--- config.mk ---
export PLATFORM = sky130hd
export DESIGN_NAME = reg_file
export DESIGN_NICKNAME = d
export VERILOG_FILES = /design/src/rtl/reg_file.sv
export SDC_FILE = /design/constraint.sdc
export NUM_CORES = 1
export LEC_CHECK = 0
export ABC_AREA = 1
export CAP_MARGIN = 20
export CORE_MARGIN = 3
export CORE_UTILIZATION = 40
export DETAILED_ROUTE_END_ITERATION = 8
export GPL_TIMING_DRIVEN = 0
export SETUP_SLACK_MARGIN = 0.4
export SYNTH_ARGS = -nofsm -noshare
export SYNTH_HDL_FRONTEND = slang
export SYNTH_SLANG_ARGS = --single-unit
--- constraint.sdc ---
create_clock -name clk -period 1.9 [get_ports clk]
set_input_delay 0.38 -clock clk [delete_from_list [all_inputs] [get_ports clk]]
set_output_delay 0.38 -clock clk [all_outputs]
set_load 0.1 [all_outputs]
--- src/rtl/reg_file.sv ---
// reg_file: eight-entry operand register file with registered dual read, single write and ALU flag latch.
// Define REG_FILE_BYPASS_EN to forward a same-edge write to the read ports.
module reg_file #(
   parameter int NREGS = 8,
   parameter int WIDTH = 8,
   parameter int FLAGW = 4,
   localparam int SELW = $clog2(NREGS)
) (
   input  logic             clk,
   input  logic             rst,
   input  logic             rd_en,
   input  logic [SELW-1:0]  ra_sel,
   input  logic [SELW-1:0]  rb_sel,
   output logic [WIDTH-1:0] ra_data,
   output logic [WIDTH-1:0] rb_data,
   output logic             rd_valid,
   input  logic             wr_en,
   input  logic [SELW-1:0]  wr_sel,
   input  logic [WIDTH-1:0] wr_data,
   input  logic             flags_en,
   input  logic [FLAGW-1:0] flags_in,
   output logic [FLAGW-1:0] flags_out
);
   logic [WIDTH-1:0] regs [NREGS];
   logic [WIDTH-1:0] ra_val, rb_val;
   logic             wr_ok;
   assign wr_ok = wr_en && wr_sel != '0;
`ifdef REG_FILE_BYPASS_EN
   assign ra_val = (wr_ok && wr_sel == ra_sel) ? wr_data : regs[ra_sel];
   assign rb_val = (wr_ok && wr_sel == rb_sel) ? wr_data : regs[rb_sel];
`else
   assign ra_val = regs[ra_sel];
   assign rb_val = regs[rb_sel];
`endif
   // r0 is only ever loaded by reset, so it always reads zero
   always_ff @(posedge clk) begin
      if (rst) begin
         for (int i = 0; i < NREGS; i++) regs[i] <= '0;
         ra_data   <= '0;
         rb_data   <= '0;
         rd_valid  <= 1'b0;
         flags_out <= '0;
      end else begin
         if (wr_ok) regs[wr_sel] <= wr_data;
         if (rd_en) begin
            ra_data <= ra_val;
            rb_data <= rb_val;
         end
         rd_valid <= rd_en;
         if (flags_en) flags_out <= flags_in;
      end
   end
endmodule

; ---- After elaboration in Yosys (flattened, before gate mapping)
; Memory sizes are Yosys's and may differ from the RTL's. A register that Yosys moved wholly into a read port is not among the register bits.
; Cells that the tools add are included.
[word_totals]
ram_bits = 64
memories = 1
romBits = 0
wordCells = 14
out_inout_bits = 21
input_bits = 26
ff_bits = 5
latch_bits = 0
[op_classes]
n_div = 0
addsub = 0
magnitude_cmp = 0
n_shift = 0
n_reduce_logical = 3
muxes = 8
eq_ne = 0
multipliers = 0
bitwise_logic = 0
[mem_list]
columns = memory, words, word_bits, read_ports, rd_ports_with_merged_regs, wr, line
row1 = regs, 8, 8, 2, 2, 8, 24  ; logic [WIDTH-1:0] regs [NREGS];
[ops]
columns = op, n
row1 = $mux 8, 1
row2 = $reduce_or 8->1, 1
row3 = $mux 1, 6
row4 = $mux 3, 1
row5 = $reduce_bool 3->1, 1
row6 = $logic_and 1x1->1, 1

; ---- Depth between registers and ports, before layout
[logic_depth]
word_depth = 7
ltp_mapped = 8
mapped_depth_nobuf = 6

; ---- Least setup slack after synthesis
; OpenSTA, ideal clock, no wires.
[synth_path]
path_kind = input-to-reg
startpoint = in wr_sel[1]
endpoint = mem regs[1][0] (enable)
setup_slack_ps = 86
required_ps = 1516
path_buffers = 1
arrival_ps = 1430
cell_stages = 4
setup_time_ps = 384
path_cell_list = buf_2 > inv_1 > nand2_1 > o21ai_0
[synth_rtl]
columns = element, line
row1 = from (decl), 18  ; input logic [SELW-1:0] wr_sel,
row2 = to (decl), 24

; ---- Worst setup path in the final report
[layout_path]
startpoint = reg rb_data[3] (read register of regs)
endpoint = out rb_data[3]
[layout_rtl]
columns = element, line
row1 = from (decl), 15  ; output logic [WIDTH-1:0] rb_data,
; No word-level cell between the ends.

==> qor.csv <==
stage,metric,value,unit
logic_synthesis,mapped cell area,0.00458,sq mm
worst_setup_path,CP max stage cell,buf_2,
detailed_routing,DRT antenna net count,0,
placement,routability cong.,0.982,
worst_setup_path,crit path max fanout,2,
logic_synthesis,Synth Register Bits,85,
floorplanning,I/O pin count,47,
detailed_routing,Initial DRC Count,291,
grt,largest net degree at the start of global routing,15,
cells_and_area,share of cells above drive strength 1,16.9,%
grt,GRT overflow,0,
worst_setup_path,crit path cell chain,buf_2,
sta,Tcrit/Tclk final,78.6,%
floorplanning,die area,0.0128,sq mm
cts,CTS Buf Count,9,
hold_path,HP Class,input pin to register,
floorplanning,# rows,38,
cells_and_area,Filler Cells Inserted,1103,
detailed_routing,DR pass1 iterations,5,
floorplanning,Die Span X,113,um
grt,"Most Used Layer, Global Route",met2,
cts,Worst-path clk slew,0.06,ns
logic_synthesis,post-synth top area cell,edfxtp_1,
worst_setup_path,worst path bufs/invs,1,
sta,Max Fclk,670,MHz
logic_synthesis,Synth Flop Type,edfxtp_1,
placement,detailed placer's ending HPWL,9820,um
logic_synthesis,Syn. warnings,0,
logic_synthesis,Synth top area share,41.9,%
cells_and_area,area occupied by multi-input gates,0.00178,sq mm
placement,placed inst area,0.00518,sq mm
sta,Setup Skew,0.00608,ns
placement,IO buf count,38,
detailed_routing,Total Wirelength,13300,um
grt,vias in the first global route,3669,
sta,unrepaired setup endpoints after global routing,yes,
power_and_ir_drop,worst vdd ir,0.000492,V
cts,CTS root buf,clkbuf_16,
cts,cts-stage hold buffer count,0,
logic_synthesis,mean post-synth cell area,8.14,sq um
cts,H-tree Lvls,3,
logic_synthesis,cells after synthesis,563,
cells_and_area,final instance area,0.00550,sq mm
grt,grt met2 use,33.9,%
sta,setup tns final,0,ns
logic_synthesis,Synth cell types,19,
cells_and_area,n_diodes,0,
detailed_routing,Vias/cell,5.05,
cells_and_area,"most common cell after layout, fill and taps aside",nand2_1,
cts,Max clock buf depth,2,
logic_synthesis,most area-consuming cells after synthesis,"edfxtp_1, nand2_1, nand3_1",
logic_synthesis,"Seq/Total Area, Yosys",51.1,%
cells_and_area,sequential cell area,0.00234,sq mm
cts,CTS sink count,85,
sta,final-report hold violation count,0,
power_and_ir_drop,PD cells,887,mW/mm^2
grt,GRT Util Overall,21.3,%
worst_setup_path,worst r2r path cells,6,
hold_path,WHS Path Cells,2,
cells_and_area,"commonest non-fill, non-tap cells in the layout","nand2_1, nand3_1, inv_1",
detailed_routing,DR vias,3874,
logic_synthesis,Post-synth EDFFs,64,
cells_and_area,Area Overhead vs Synth,20.0,%
worst_setup_path,critical path arrival,1.11,ns
floorplanning,Core ar.,0.0110,sq mm
sta,fin crit period,1.49,ns
worst_setup_path,CP max stage delay,0.43,ns
grt,initial antenna violation count,0,
cts,CTS tree,yes,
worst_setup_path,"CP delay by family, top",buffers and inverters,
worst_setup_path,Critical Path RT,1.52,ns
flow_run,Max-Cap Viols,0,
sta,fin. max-slew vios,0,
worst_setup_path,Crit. Startpoint,rb_data[3]$_SDFFE_PP0P_,
worst_setup_path,Startpoint Class,register,
grt,grt met1 use,29.6,%
sta,"Setup violations, final",0,
worst_setup_path,crit end category,primary output,
grt,first-pass GRT wire length,20700,um
hold_path,Hold Crit Start,rst,
logic_synthesis,Async SR Flop Fraction,0,%
detailed_routing,residual DRC count,0,
worst_setup_path,Worst Setup Path Type,register to primary output,
worst_setup_path,FF-to-FF Start,regs[5][7]$_SDFFCE_PN0P_,
status,status,finished clean,
cts,clk_lat worst skew,0.34,ns
grt,M3 GR Usage,3.32,%
floorplanning,Die Height,113,um
worst_setup_path,WP depth,1,
cells_and_area,final-stage net count,648,
floorplanning,initial core utilization,41.5,%
worst_setup_path,R2R Setup Slk,0.80,ns
power_and_ir_drop,Leak,2.48,nW
detailed_routing,wire per inst,17.3,um
[worst reg2reg max path: stages, from the launching register on]
cell and delay (ns):
edfxtp_1 0.37, inv_1 0.12, nand2_1 0.06, nand3_1 0.09, nand3_1 0.15, nand2_1 0.14, a21oi_2 0.05
[area by class of cell]
cell class / instances / share of cell area [%]
Buffer: 33 / 4.69
Multi-Input combinational cell: 365 / 32.5
Sequential cell: 85 / 42.6
Tap cell: 140 / 3.19
Clock buffer: 10 / 4.16
Clock inverter: 6 / 1.12
Timing Repair Buffer: 41 / 5.80
Inverter: 87 / 5.99
[report_power, final]
| group | switching, mW | internal (mW) | total (mW) |
|---|---|---|---|
| logic | 0.716 | 0.244 | 0.960 |
| clock network | 0.738 | 1.02 | 1.75 |
| registers | 0.0418 | 2.12 | 2.16 |
| total | 1.50 | 3.38 | 4.88 |
[per-stage QoR]
step / setup slack (ns) / util, % / total power, mW / cells / hold WS (ns)
CTS: 0.286 / 49.8 / 4.88 / 767 / 0.486
floorplan: 0.454 / - / 2.88 / 570 / 0.452
global placement: -0.318 / 46.9 / 3.15 / 748 / 0.488
finish: 0.407 / 49.8 / 4.88 / 767 / 0.371
global route: 0.387 / 49.8 / 5.06 / 767 / 0.371
detailed placement: -0.328 / 46.9 / 3.16 / 748 / 0.498
[flip-flops by register name, summed over array words and instances (netlist names)]
register	flops
regs	64
rd_valid	1
flags_out	4
rb_data	8
ra_data	8
[path summary, 6_finish.rpt]
kind,end
max,rb_data[3]
min,rd_valid$_SDFF_PP0_
max reg2reg,rb_data[7]$_SDFFE_PP0P_
min reg2reg,flags_out[0]$_SDFFE_PP0P_
[cell families (layout without fill, tap and decap cells)]
family	after synthesis	in the layout	synth area share, %
compound gates	40	40	5.68
buf+inv	120	177	12.8
flops	85	85	51.1
other cells	1	8	0.0818
simple gates	317	317	30.4
[metal layers]
metal	vias up	routed length [um]
li1	1931	-
met1	1755	6000
met2	169	6070
met3	19	934
met4	0	289
met5	-	0
[Yosys cell counts, types with 7 or more instances]
library cell	n
a21oi_2	16
nand2_1	149
inv_1	79
nor3_1	32
edfxtp_1	64
buf_2	15
o21ai_0	23
nand3_1	96
dfxtp_1	21
nor2_1	35
buf_6	15
inv_2	7
[repair_timing]
item                                   in CTS  in global routing
setup buffers                               3                  0
resized for setup                         122                 10
setup endpoints to repair                 120                 31
endpoints found under the hold margin       0                  0
pin swaps                                   3                  2
No activity file was read; power rests on OpenSTA's default activity.
